==> src/rtl/bit_shift_sequencer.sv <==
// Sequenced shifter/rotator: shifts a word by a runtime amount, at most STEP_BITS per clock.
// Latency: ceil(E/STEP_BITS)+1 cycles from accept to out_valid (1 cycle when E=0).
// Backpressure: result held in DONE until out_ready; in_ready only in IDLE.
module bit_shift_sequencer #(
    parameter string ARCHITECTURE = "BEHAVIORAL",
    parameter int    DATA_WIDTH   = 8,
    parameter int    AMT_WIDTH    = 4,
    parameter int    STEP_BITS    = 2
) (
    input  logic                  clk,
    input  logic                  rst_n,
    input  logic                  in_valid,
    output logic                  in_ready,
    input  logic [DATA_WIDTH-1:0] in_data,
    input  logic [AMT_WIDTH-1:0]  in_amt,
    input  logic                  in_dir,
    input  logic                  in_wrap,
    output logic                  out_valid,
    input  logic                  out_ready,
    output logic [DATA_WIDTH-1:0] out_data,
    output logic                  busy
);

    localparam int SHW = $clog2(DATA_WIDTH);

    generate
        if (ARCHITECTURE == "BEHAVIORAL") begin : g_behav
            typedef enum logic [1:0] {
                IDLE  = 2'd0,
                SHIFT = 2'd1,
                DONE  = 2'd2
            } state_t;

            typedef struct packed {
                logic dir;
                logic wrap;
            } ctl_t;

            localparam logic [SHW:0] STEP   = (SHW+1)'(STEP_BITS);
            localparam logic [SHW:0] FULL_E = (SHW+1)'(DATA_WIDTH);

            state_t                  state;
            state_t                  state_nxt;
            ctl_t                    ctl;
            logic [DATA_WIDTH-1:0]   work;
            logic [SHW:0]            remaining;
            logic [SHW:0]            eff_amt;
            logic [SHW:0]            s_amt;
            logic [2*DATA_WIDTH-1:0] dbl_sh;
            logic [DATA_WIDTH-1:0]   rot_res;
            logic [DATA_WIDTH-1:0]   lin_res;
            logic [DATA_WIDTH-1:0]   step_res;
            logic                    last_step;
            logic [DATA_WIDTH-1:0]   out_data_q;

            // Rotation reduces modulo the width; a logical shift saturates at a full clear.
            always_comb begin
                eff_amt = '0;
                if (in_wrap) begin
                    eff_amt = {1'b0, in_amt[SHW-1:0]};
                end else if (in_amt >= AMT_WIDTH'(DATA_WIDTH)) begin
                    eff_amt = FULL_E;
                end else begin
                    eff_amt = in_amt[SHW:0];
                end
            end

            // One step: rotate uses a doubled word so the wrapped bits fall in naturally.
            always_comb begin
                s_amt     = (remaining > STEP) ? STEP : remaining;
                last_step = (remaining == s_amt);
                dbl_sh    = ctl.dir ? ({work, work} >> s_amt) : ({work, work} << s_amt);
                rot_res   = ctl.dir ? dbl_sh[DATA_WIDTH-1:0] : dbl_sh[2*DATA_WIDTH-1:DATA_WIDTH];
                lin_res   = ctl.dir ? (work >> s_amt) : (work << s_amt);
                step_res  = ctl.wrap ? rot_res : lin_res;
            end

            always_ff @(posedge clk) begin
                if (!rst_n) begin
                    state <= IDLE;
                end else begin
                    state <= state_nxt;
                end
            end

            always_comb begin
                state_nxt = state;
                in_ready  = 1'b0;
                out_valid = 1'b0;
                busy      = 1'b1;
                case (state)
                    IDLE: begin
                        in_ready = 1'b1;
                        busy     = 1'b0;
                        if (in_valid) begin
                            state_nxt = (eff_amt == '0) ? DONE : SHIFT;
                        end
                    end
                    SHIFT: begin
                        if (last_step) begin
                            state_nxt = DONE;
                        end
                    end
                    DONE: begin
                        out_valid = 1'b1;
                        if (out_ready) begin
                            state_nxt = IDLE;
                        end
                    end
                    default: begin
                        state_nxt = IDLE;
                    end
                endcase
            end

            // out_data_q is only written when a result completes, so it survives the handshake.
            always_ff @(posedge clk) begin
                if (!rst_n) begin
                    work       <= '0;
                    remaining  <= '0;
                    ctl        <= '0;
                    out_data_q <= '0;
                end else begin
                    case (state)
                        IDLE: begin
                            if (in_valid) begin
                                work      <= in_data;
                                remaining <= eff_amt;
                                ctl       <= '{dir: in_dir, wrap: in_wrap};
                                if (eff_amt == '0) begin
                                    out_data_q <= in_data;
                                end
                            end
                        end
                        SHIFT: begin
                            work      <= step_res;
                            remaining <= remaining - s_amt;
                            if (last_step) begin
                                out_data_q <= step_res;
                            end
                        end
                        default: begin
                        end
                    endcase
                end
            end

            assign out_data = out_data_q;
        end else begin : g_placeholder
            assign in_ready  = 1'b0;
            assign out_valid = 1'b0;
            assign out_data  = '0;
            assign busy      = 1'b0;
        end
    endgenerate

endmodule

==> config.mk <==
export PLATFORM = sky130hd
export DESIGN_NAME = bit_shift_sequencer
export DESIGN_NICKNAME = d
export VERILOG_FILES = /design/src/rtl/bit_shift_sequencer.sv
export SDC_FILE = /design/constraint.sdc
export NUM_CORES = 1
export LEC_CHECK = 0
export ABC_AREA = 1
export CORE_AREA = 2 2 78 80
export CTS_BUF_LIST = sky130_fd_sc_hd__clkbuf_4 sky130_fd_sc_hd__clkbuf_8
export CTS_CLUSTER_SIZE = 30
export DETAILED_ROUTE_END_ITERATION = 8
export DIE_AREA = 0 0 80 82
export PLACE_DENSITY_LB_ADDON = 0.25
export SLEW_MARGIN = 30
export SYNTH_ARGS = -nofsm -noshare
export SYNTH_HDL_FRONTEND = slang
export SYNTH_SLANG_ARGS = --single-unit
==> constraint.sdc <==
create_clock -name clk -period 4.09 [get_ports clk]
set_clock_uncertainty 0.1 [all_clocks]
set_input_delay 0.818 -clock clk [delete_from_list [all_inputs] [get_ports clk]]
set_output_delay 0.818 -clock clk [all_outputs]
set_load 0.1 [all_outputs]
==> reports/qor.csv, run 1 <==
metric;value;unit
worst_pin_slew;0.9750;ns
clockBufferDepth;2;
synthArstFlopShare;0;%
layout_common_cells;67 x nand2_1, 29 x inv_1, 28 x clkdlybuf4s50_1;
vias_per_cell;4.663;
cts_hold_buf;0;
vias;1646;
clkLatencyLatePin;0.26;ns
path_clk_slew;0.08;ns
cts_tree;built;
coreArea;0.005746;mm²
cts_root_buf;clkbuf_8;
grt_pass1_wl;7.127;mm
regToRegStartpoint;g_behav.state[0]$_SDFFE_PN0P_;
drc;0;
clock_sinks;24;
track_usage;13.41;%
synth.distinct_cells;33;
grt_max_degree;18;
cp-start-kind;flip-flop;
cts_resized;0;
synthTopCellsByArea;dfxtp_1 29%, nand2_1 15%, nand3_1 6.9%;
fmax;340.1;MHz
place.gp.congestion;0.8922;
crit_path_start;g_behav.state[1]$_SDFFE_PN0P_;
final_common_cell;nand2_1;
antenna_found_initial;0;
ys.flop_type;dfxtp_1;
ioPinCount;29;
dr.pass1.iters;4;
first_global_vias;1617;
yosys.area.top_type;dfxtp_1;
drtIter0Drc;129;
hold_class;flip-flop to flip-flop;
post_dp_cell_area;0.001983;mm²
die-area;0.006560;mm²
fin_nets;298;
synth-seq-cells;24;
numCtsBuffers;3;
min_from;out_data[4]$_SDFFE_PN0P_;
rows;28;
synthXorXnorAreaFrac;0.5271;%
drt_wl_total;3.977;mm
power;1.205;mW
postRouteAntennaNets;0;
synth_top_cell_area_share;28.92;%
drv_cap;0;
post-route-period-util;71.88;%
synth_simple_gate_area_share;40.21;%
nFillCells;643;
outcome;finished, final reports clean;
die_w;80;µm
setup_viol;0;
syn_inst;253;
r2r_cells;6;
synth_compound_area_share;18.37;%
slew_violations;0;
dpl.hpwl;3.024;mm
wl_per_cell;11.27;µm
numPortBuffers;28;
syn_area;0.001662;mm²
synthAdderAreaFrac;0.7530;%
power_leakage;0.9311;nW
required;3.17;ns
fin_tns_setup;0;ns
n_antenna_cell;0;
ir_drop;0.3573;mV
hold_viol_final;0;
max-slew-margin-rel;34.80;%
final_util;35.47;%
dp_slack;1.440;ns
ys_warn_count;0;
start_util;28.92;%
syn_avg_cell_area;6.568;µm²
die_h;82;µm
synth_nets;272;
grt-ovfl-total;0;
yosysSeqAreaShare;28.92;%
rsz0062_at_grt;no;
syn_to_final_growth;22.67;%
setup_ws;1.150;ns
critPathKind;flip-flop to output pin;
crit_arrival;2.02;ns
min_period;2.940;ns
drive_gt1_share;11.87;%
synthMuxAreaShare;0;%
p_per_area;591.2;mW/mm²
cp-end-kind;output pin;
whs_path_depth;2;
h-tree-depth;1;
design_area;0.002038;mm²
synth-edff-count;0;
path_max_fanout;2;
cts_post_setup_buffers_inserted;0;
synth_top_family_by_area;simple AND/OR/NAND/NOR gates;
-- kinds of logic after synthesis --
| kind of cell | count (synthesis) |
|---|---|
| AOI/OAI and AO/OA | 49 |
| xor gates and xnor gates | 1 |
| adders and majority gates | 1 |
| buffers and inverters | 41 |
| DFF | 24 |
| other | 1 |
| and+or+nand+nor | 136 |
-- through the flow --
step                hold slack (ns)  std cells
floorplan                    0.3965        253
CTS                          0.4430        353
global route                 0.4704        353
global placement             0.4143        349
detailed placement           0.4197        349
finish                       0.4318        353
-- Yosys cell counts, types with 2 or more instances --
library cell	number
inv_1	29
clkbuf_1	3
nand4_1	6
nand3_1	23
nor2_4	3
inv_2	3
nand2_1	67
nand3_2	4
a21oi_1	22
or2_2	4
buf_2	2
o21ai_0	13
nor2_1	23
nand2_4	3
dfxtp_1	24
o21ai_4	2
a21oi_2	6
-- final timing paths --
kind / to / slack, ns
worst max-delay path: out_valid / 1.15
worst min-delay path: out_data[4]$_SDFFE_PN0P_ / 0.43
worst max register to register: out_data[5]$_SDFFE_PN0P_ / 2.29
worst min register to register: out_data[4]$_SDFFE_PN0P_ / 0.43
-- critical path: stages (launching register included) --
cell and delay (ns):
dfxtp_1 0.38, inv_1 0.10, nor2_1 0.13, clkdlybuf4s50_1 1.15
-- report_power, final --
part | total (mW) | leakage (nW) | switching, mW | internal [mW]
Combinational | 0.697 | 0.704 | 0.489 | 0.207
Sequential | 0.348 | 0.198 | 0.0618 | 0.286
Clock | 0.160 | 0.0288 | 0.0745 | 0.0859
-- layer usage --
layer	routed length (µm)	share of wire [%]	GRT usage [%]
met1	1955	49	17.61
met2	1786	45	22.42
met3	162	4.1	0.9890
met4	72	1.8	6.271
met5	0	0	0
-- flip-flops by register name, indices dropped and copies added (netlist names) --
signal             count
out_data               8
g_behav.state          2
g_behav.ctl            2
g_behav.work           8
g_behav.remaining      4
-- area by class of cell --
cell class / instances / area [µm²] / area share (%)
multi-input cells: 188 / 998.5 / 48.99
well taps: 75 / 93.84 / 4.604
flip-flops and latches: 24 / 480.5 / 23.57
repair buffers: 28 / 280.3 / 13.75
clock buffers: 4 / 55.05 / 2.701
inverters: 34 / 130.1 / 6.384
Note: power is estimated with default switching activity, not from simulation.
==> inputs of run 2 (changes only) <==
==> constraint.sdc (replaced) <==
create_clock -name clk -period 2.6 [get_ports clk]
set_clock_uncertainty 0.1 [all_clocks]
set_input_delay 0.52 -clock clk [delete_from_list [all_inputs] [get_ports clk]]
set_output_delay 0.52 -clock clk [all_outputs]
set_load 0.1 [all_outputs]
==> reports/qor.csv, run 2 (synthesis results as in run 1) <==
metric;value;unit;change
fin_tns_setup;0;ns;unchanged
required;2.71;ns;was 3.17 ns
final_util;35.41;%;was 35.47%
crit_arrival;2.07;ns;was 2.02 ns
design_area;0.002034;mm²;was 0.002038 mm²
dr.pass1.iters;4;;unchanged
crit_chain;clkdlybuf4s50_1 > nand2_4 > nand2_8 > o21ai_4 > nor2_4 > o21ai_0 > a21oi_2;;was inv_1 > nor2_1 > clkdlybuf4s50_1
die-area;0.006560;mm²;unchanged
setup_viol;0;;unchanged
place.gp.congestion;0.8255;;was 0.8922
clkLatencyLatePin;0.27;ns;was 0.26 ns
min_period;1.960;ns;
die_h;82;µm;unchanged
first_global_vias;1478;;was 1617
rsz0062_at_grt;no;;unchanged
grt_pass1_wl;6.824;mm;was 7.127 mm
drive_gt1_share;16.13;%;was 11.87%
cts_tree;built;;unchanged
slew_violations;0;;unchanged
syn_to_final_growth;22.44;%;was 22.67%
dpl.hpwl;3.138;mm;was 3.024 mm
final_common_cell;nand2_1;;unchanged
numCtsBuffers;3;;unchanged
grt_max_degree;18;;unchanged
track_usage;13.07;%;was 13.41%
layout_common_cells;67 x nand2_1, 29 x inv_1, 24 x dfxtp_1;;was 67 x nand2_1, 29 x inv_1, 28 x clkdlybuf4s50_1
cp-start-kind;primary input;;was flip-flop
post-route-period-util;75.38;%;
path_clk_slew;0.08;ns;about the same
fmax;510.2;MHz;
ioPinCount;29;;unchanged
cts_root_buf;clkbuf_8;;unchanged
cp-end-kind;flip-flop;;was output pin
fin_nets;299;;was 298
final_cells;354;;was 353
place_inst;350;;was 349
power_leakage;0.9612;nW;was 0.9311 nW
coreArea;0.005746;mm²;unchanged
hold_class;flip-flop to flip-flop;;unchanged
hold_viol_final;0;;unchanged
n_antenna_cell;0;;unchanged
drv_cap;0;;unchanged
post_dp_cell_area;0.001963;mm²;was 0.001983 mm²
drc;0;;unchanged
antenna_found_initial;0;;unchanged
wl_per_cell;11.45;µm;was 11.27 µm
hold-worst-slack;0.4320;ns;was 0.4318 ns
drtIter0Drc;205;;was 129
outcome;finished, final reports clean;;unchanged
postRouteAntennaNets;0;;unchanged
vias_per_cell;4.545;;was 4.663
cts_resized;0;;unchanged
cts_post_setup_buffers_inserted;0;;unchanged
clockBufferDepth;2;;unchanged
cp_slowest_cell;clkdlybuf4s50_1;;unchanged
ir_drop;0.4238;mV;was 0.3573 mV
clock_sinks;24;;unchanged
numPortBuffers;28;;unchanged
die_w;80;µm;unchanged
rows;28;;unchanged
drt_wl_total;4.055;mm;was 3.977 mm
h-tree-depth;1;;unchanged
start_util;28.92;%;unchanged
grt-ovfl-total;0;;unchanged
cts_hold_buf;0;;unchanged
critPathKind;primary input to flip-flop;;was flip-flop to output pin
path_max_fanout;17;;was 2
p_per_area;962.6;mW/mm²;was 591.2 mW/mm²
max_stage_delay;0.52;ns;was 1.15 ns
vias;1609;;was 1646
run 2: changes by cell type in the layout (fill, tap and decap cells not counted), sizes merged:
cell / before / now
clkbuf: 4 / 3
clkdlybuf4s50: 28 / 17
buf: 0 / 12
bufinv: 0 / 1
run 2: final cells by class:
class,instances,area (µm²)
timing repair buffer,29,260.3
multi-input combinational,188,998.5
clock inverter,1,30.03
inverter,34,130.1
tap,75,93.84
clock buffer,3,41.29
fill,644,3711
sequential,24,480.5
run 2: worst max-delay path, delay by kind of cell:
kind	cells	cell delay [ns]
compound gates	3	0.38
buf+inv	1	0.52
simple gates	3	0.64
run 2: report_power, final:
| part | internal, mW | leakage [nW] | total, mW | switching (mW) |
|---|---|---|---|---|
| clock network | 0.206 | 0.0357 | 0.327 | 0.121 |
| registers | 0.450 | 0.198 | 0.551 | 0.101 |
| logic | 0.314 | 0.728 | 1.08 | 0.767 |
run 2: path summary, 6_finish.rpt:
kind              cells past startpoint                       end                           from  slack (ns)
setup / recovery                      7  out_data[5]$_SDFFE_PN0P_                       in_valid        0.64
hold / removal                        2  out_data[4]$_SDFFE_PN0P_       out_data[4]$_SDFFE_PN0P_        0.43
setup reg to reg                      6  out_data[5]$_SDFFE_PN0P_  g_behav.state[0]$_SDFFE_PN0P_        0.81
hold reg to reg                       2  out_data[4]$_SDFFE_PN0P_       out_data[4]$_SDFFE_PN0P_        0.43
run 2: layer usage:
metal	wire (µm)	share of wire (%)	up-vias	GRT usage, %
met4	55	1.4	0	4.576
met5	0	0	-	0
li1	-	-	869	-
met2	1822	45	27	20.83
met1	2053	51	709	18.56
met3	124	3.1	4	0.9890
run 2: stage by stage:
step	total power [mW]	worst slack [ns]
detailed placement	1.642	0.3410
CTS	1.976	0.6201
global placement	1.640	0.3941
global route	2.114	0.4666
floorplan	1.444	0.1454
finish	1.958	0.6401
